--- src/rtl/calc2_port_responder_if.sv ---
// calc2_port_responder_if: calc2 request/response port bundle between requester and responder
interface calc2_port_responder_if;
    logic [3:0]  req_cmd_in;
    logic [31:0] req_data_in;
    logic [1:0]  req_tag_in;
    logic [1:0]  out_resp;
    logic [31:0] out_data;
    logic [1:0]  out_tag;
    logic        drop_err;
    modport master (
        output req_cmd_in, req_data_in, req_tag_in,
        input  out_resp, out_data, out_tag, drop_err
    );
    modport slave (
        input  req_cmd_in, req_data_in, req_tag_in,
        output out_resp, out_data, out_tag, drop_err
    );
endinterface

--- src/rtl/calc2_port_responder.sv ---
// calc2_port_responder: one calc2 port; queues two-cycle requests, executes in order, returns tagged results
module calc2_port_responder #(
    parameter int DEPTH     = 4,
    parameter int SHIFT_LAT = 3
) (
    input logic                   clk,
    input logic                   reset,
    calc2_port_responder_if.slave port
);
    localparam int PW = $clog2(DEPTH);
    localparam int NW = $clog2(DEPTH + 1);
    localparam int CW = $clog2(SHIFT_LAT + 1);

    typedef struct packed {
        logic [3:0]  cmd;
        logic [1:0]  tag;
        logic [31:0] op1;
        logic [31:0] op2;
    } entry_t;
    typedef enum logic [1:0] {IDLE, EXEC, RESP} state_t;

    state_t        state, state_nx;
    entry_t        mem [DEPTH];
    entry_t        cur, head;
    logic [PW-1:0] wr_ptr, rd_ptr;
    logic [NW-1:0] count;
    logic [CW-1:0] cnt;
    logic          cap_pend;
    logic [3:0]    cap_cmd;
    logic [1:0]    cap_tag;
    logic [31:0]   cap_op1;
    logic          push, pop, done;
    logic [32:0]   sum;
    logic [1:0]    res_resp;
    logic [31:0]   res_data;

    assign head = mem[rd_ptr];
    // a full FIFO still accepts when the head leaves on the same edge
    assign push = cap_pend && (count != NW'(DEPTH) || pop);

    always_comb begin
        pop      = state != EXEC && count != '0;
        done     = state == EXEC && cnt == CW'(1);
        state_nx = pop ? EXEC : done ? RESP : state == RESP ? IDLE : state;
    end

    always_comb begin
        sum      = {1'b0, cur.op1} + {1'b0, cur.op2};
        res_resp = cur.cmd == 4'd1 ? (sum[32] ? 2'd2 : 2'd1) :
                   cur.cmd == 4'd2 ? (cur.op1 < cur.op2 ? 2'd2 : 2'd1) :
                   (cur.cmd == 4'd5 || cur.cmd == 4'd6) ? 2'd1 : 2'd2;
        res_data = res_resp != 2'd1 ? '0 :
                   cur.cmd == 4'd1 ? sum[31:0] :
                   cur.cmd == 4'd2 ? cur.op1 - cur.op2 :
                   cur.cmd == 4'd5 ? cur.op1 << cur.op2[4:0] : cur.op1 >> cur.op2[4:0];
    end

    always_ff @(posedge clk or posedge reset)
        if (reset) state <= IDLE;
        else       state <= state_nx;

    always_ff @(posedge clk)
        if (push) mem[wr_ptr] <= {cap_cmd, cap_tag, cap_op1, port.req_data_in};

    always_ff @(posedge clk or posedge reset) begin
        if (reset) begin
            cap_pend      <= 1'b0;
            cap_cmd       <= '0;
            cap_tag       <= '0;
            cap_op1       <= '0;
            wr_ptr        <= '0;
            rd_ptr        <= '0;
            count         <= '0;
            cnt           <= '0;
            cur           <= '0;
            port.drop_err <= 1'b0;
            port.out_resp <= '0;
            port.out_data <= '0;
            port.out_tag  <= '0;
        end else begin
            cap_pend <= !cap_pend && port.req_cmd_in != '0;
            if (!cap_pend) begin
                cap_cmd <= port.req_cmd_in;
                cap_tag <= port.req_tag_in;
                cap_op1 <= port.req_data_in;
            end
            wr_ptr        <= wr_ptr + PW'(push);
            rd_ptr        <= rd_ptr + PW'(pop);
            count         <= count + NW'(push) - NW'(pop);
            port.drop_err <= cap_pend && !push;
            if (pop) begin
                cur <= head;
                cnt <= (head.cmd == 4'd5 || head.cmd == 4'd6) ? CW'(SHIFT_LAT) : CW'(1);
            end else if (state == EXEC) begin
                cnt <= cnt - CW'(1);
            end
            port.out_resp <= done ? res_resp : '0;
            port.out_data <= done ? res_data : '0;
            port.out_tag  <= done ? cur.tag : '0;
        end
    end
endmodule

--- src/flat_wrapper.sv ---
// flat-port wrapper written by rule: the top's interface ports become plain ports
module calc2_port_responder_flat 
#(
    parameter int DEPTH     = 4,
    parameter int SHIFT_LAT = 3
)
  (clk, reset, port_req_cmd_in, port_req_data_in, port_req_tag_in, port_out_resp, port_out_data, port_out_tag, port_drop_err);
  calc2_port_responder_if port_i ();
  input logic clk;
  input logic reset;
  input wire logic [$bits(port_i.req_cmd_in)-1:0] port_req_cmd_in;
  input wire logic [$bits(port_i.req_data_in)-1:0] port_req_data_in;
  input wire logic [$bits(port_i.req_tag_in)-1:0] port_req_tag_in;
  output wire logic [$bits(port_i.out_resp)-1:0] port_out_resp;
  output wire logic [$bits(port_i.out_data)-1:0] port_out_data;
  output wire logic [$bits(port_i.out_tag)-1:0] port_out_tag;
  output wire logic [$bits(port_i.drop_err)-1:0] port_drop_err;
  assign port_i.req_cmd_in = port_req_cmd_in;
  assign port_i.req_data_in = port_req_data_in;
  assign port_i.req_tag_in = port_req_tag_in;
  assign port_out_resp = port_i.out_resp;
  assign port_out_data = port_i.out_data;
  assign port_out_tag = port_i.out_tag;
  assign port_drop_err = port_i.drop_err;
  calc2_port_responder #(.DEPTH(DEPTH), .SHIFT_LAT(SHIFT_LAT)) u_core (.clk(clk), .reset(reset), .port(port_i));
endmodule
--- config.mk ---
export PLATFORM = sky130hd
export DESIGN_NAME = calc2_port_responder_flat
export DESIGN_NICKNAME = d
export VERILOG_FILES = /design/src/rtl/calc2_port_responder_if.sv /design/src/rtl/calc2_port_responder.sv /design/src/flat_wrapper.sv
export SDC_FILE = /design/constraint.sdc
export NUM_CORES = 1
export LEC_CHECK = 0
export ABC_AREA = 1
export CAP_MARGIN = 20
export CORE_MARGIN = 4
export CORE_UTILIZATION = 28
export DETAILED_ROUTE_END_ITERATION = 7
export DONT_BUFFER_PORTS = 1
export HOLD_SLACK_MARGIN = 0.06
export PLACE_DENSITY_LB_ADDON = 0.05
export SLEW_MARGIN = 20
export SYNTH_ARGS = -nofsm -noshare
export SYNTH_HDL_FRONTEND = slang
export SYNTH_SLANG_ARGS = --single-unit
--- constraint.sdc ---
create_clock -name clk -period 7.4 [get_ports clk]
set_clock_uncertainty 0.15 [all_clocks]
set_input_delay 0.74 -clock clk [delete_from_list [all_inputs] [get_ports clk]]
set_output_delay 0.74 -clock clk [all_outputs]
set_load 0.005 [all_outputs]
==> results.yml <==
status:
  status: "finished, final reports clean"
yosys:
  synth.distinct_cells: 40
  synth_top_family_by_area: "simple AND/OR/NAND/NOR gates"
  synthArstFlopShare_pct: 35.93
  synthAdderAreaFrac_pct: 3.800
  synthMuxAreaShare_pct: 0
  ys.flop_type: "edfxtp_1"
  synth_top_cell_by_area: "edfxtp_1"
  yosys_warnings: 0
  synth_area_mm2: 0.02463
  synth_edf_count: 280
  synth_seq_cells: 437
  synth.top_cell.area_share_pct: 34.14
  syn_inst: 3115
  synth.most_common_cell: "nand2_1"
  ys_top_cells_by_count: "nand2_1, nand3_1, nor2_1"
  synth_xor_area_share_pct: 0.4623
  syn_nets: 3228
  synthTopCellsByArea: "edfxtp_1, dfrtp_1, nand2_1"
  synth.avg_cell_area_um2: 7.907
  yosys.area_share.simple_pct: 27.59
  synth-compound-area-share_pct: 10.42
  yosysSeqAreaShare_pct: 50.09
final_layout:
  area_growth_syn_to_layout_pct: 13.30
  final_area_mm2: 0.02791
  fillCellCount: 9368
  multi_input_area_mm2: 0.01045
  final_net_count: 3184
  drive_gt1_share_pct: 5.136
  diodes: 0
  regArea_mm2: 0.01235
  final_cells: 4270
floorplan:
  rows: 108
  core-area_mm2: 0.08702
  initial_core_util_pct: 28.30
  pin_count: 77
  dieHeight_um: 304.6
  fp.dieW_um: 304.6
  dieArea_mm2: 0.09278
sta:
  max_freq_mhz: 253.6
  period_minus_slack_ns: 3.944
  rsz0062_at_grt: "false"
  finalCritPeriodShare_pct: 53.30
  setup_viol: 0
  max_slew_margin_pct: 27.70
  hold_viol_final: 0
  tightest_slew_ns: 1.083
  fin_tns_setup_ns: 0
  worst_slack_ns: 3.456
  drv_slew: 0
critical_path:
  r2r-end: "u_core.port.out_data[29]"
  cpMostUsedCell: "nand2_1"
  cp-end-kind: "register"
  crit_required_ns: 7.82
  reg2reg_depth: 15
  cp.depth: 15
  reg2reg_from: "u_core.cur[2]"
  cp_num_buf_inv: 2
  r2r_setup_slack_ns: 3.46
  path_cells: "buf_4, inv_2, ha_1, nand2_1, nand2_1, nand3_1, nand2_2, nand2_1, nand2_2, nand2_1, nand2_1, nand2_1, a21oi_4, nand2_1, nor2_1"
  cp_slowest_cell: "ha_1"
  critPathKind: "register to register"
  cp.arrival_ns: 4.36
  startpoint_type: "register"
  crit_start: "u_core.cur[2]"
  cp_top_family: "buffers and inverters"
  critPathMaxFanout: 62
  cpPeakStageDelay_ns: 0.63
placed_design:
  gp_congestion: 0.9144
  placed_cell_area_mm2: 0.02566
  port_buffers: 0
  dp_slack_ns: 3.471
  dp_cells: 4136
  hpwlAfterDp_um: 70630
run:
  drv_cap: 0
grt:
  track_usage_pct: 20.72
  antenna_found_initial: 10
  grt_pass1_wl_um: 144000
  grt_max_degree: 89
  grt_overflow: 0
  first_global_vias: 20400
hold_path:
  hold_start: "port_req_data_in[5]"
  hold_depth: 2
  hold_end: "u_core.cap_op1[5]"
  min_path_type: "primary input to register"
route:
  drt_pass1_iterations: 7
  wl_per_cell_um: 23.12
  via_count: 21240
  drt-total-wl_um: 98740
  ant_nets: 0
  via_per_inst: 4.974
  drc: 0
  first_iter_violations: 1838
clock_network:
  cts-root-buf: "clkbuf_16"
  insertion_delay_ns: 0.65
  cts_buffers: 53
  cts_tree: "yes"
  clk_pin_slew_ns: 0.06
  cts.sinks: 437
  cts_setup_buffers: 0
  clockBufferDepth: 3
  htree_levels: 2
layout by cell type, fill, tap and decap left out, types with 53 or more instances in the layout:
| cell type | count |
|---|---|
| clkbuf_16 | 53 |
| nand2_1 | 850 |
| ha_1 | 70 |
| a21oi_1 | 118 |
| o22ai_1 | 67 |
| o21ai_0 | 249 |
| dfrtp_1 | 152 |
| nor2_1 | 312 |
| edfxtp_1 | 280 |
| nand3_1 | 414 |
| inv_1 | 295 |
logic make-up (layout without fill, tap and decap cells):
| group | after synthesis | count (layout) |
|---|---|---|
| xor+xnor | 13 | 13 |
| flops | 437 | 437 |
| compound gates | 477 | 477 |
| simple gates | 1636 | 1636 |
| buf+inv | 479 | 479 |
| fa+ha+maj | 73 | 73 |
per-layer routing:
| metal | GRT usage [%] | vias up | part of all wire, % |
|---|---|---|---|
| met4 | 5.301 | 0 | 2.4 |
| li1 | - | 10250 | - |
| met1 | 29.42 | 10330 | 47 |
| met3 | 2.639 | 100 | 4.7 |
| met2 | 33.53 | 556 | 46 |
| met5 | 0 | - | 0 |
registers in the layout (all words and copies together) (netlist names), 3 cells and up:
| signal | count |
|---|---|
| u_core.cap_op1 | 32 |
| u_core.mem | 280 |
| u_core.count | 3 |
| u_core.port.out_data | 32 |
| u_core.cur | 70 |
| u_core.cap_cmd | 4 |
stage by stage:
step	hold slack, ns	util, %
5_1_grt	0.06241	32.07
6_report	0.1041	32.07
3_5_place_dp	0.3457	29.49
2_1_floorplan	0.3030	-
4_1_cts	0.06151	32.07
3_3_place_gp	0.3267	29.48
what timing repair did:
item                                    CTS  global route
resized for setup                         0             0
hold buffers                             35             0
endpoints found under the setup margin    0             0
endpoints found under the hold margin   215             0
final cells by class:
class / instances / share of cell area, %
clock buffers: 60 / 4.918
multi-input cells: 2199 / 37.45
flip-flops and latches: 437 / 44.24
repair buffers: 64 / 2.035
clock inverters: 39 / 1.870
inverters: 316 / 4.308
well taps: 1155 / 5.178
worst max-delay path by stage:
| stage | to | slack (ns) |
|---|---|---|
| final | u_core.port.out_data[29] | 3.46 |
| after global routing | u_core.port.out_data[20] | 3.10 |
| after CTS | u_core.port.out_data[29] | 3.49 |
| after detailed placement | u_core.port.out_data[29] | 3.47 |
| after global placement | u_core.port.out_data[21] | 3.21 |
| after floorplan | u_core.mem[0][0] | 1.23 |
Power is left out: the tool's default activity adds up to more than one toggle a clock period on the data nets, which glitch-free logic cannot reach.
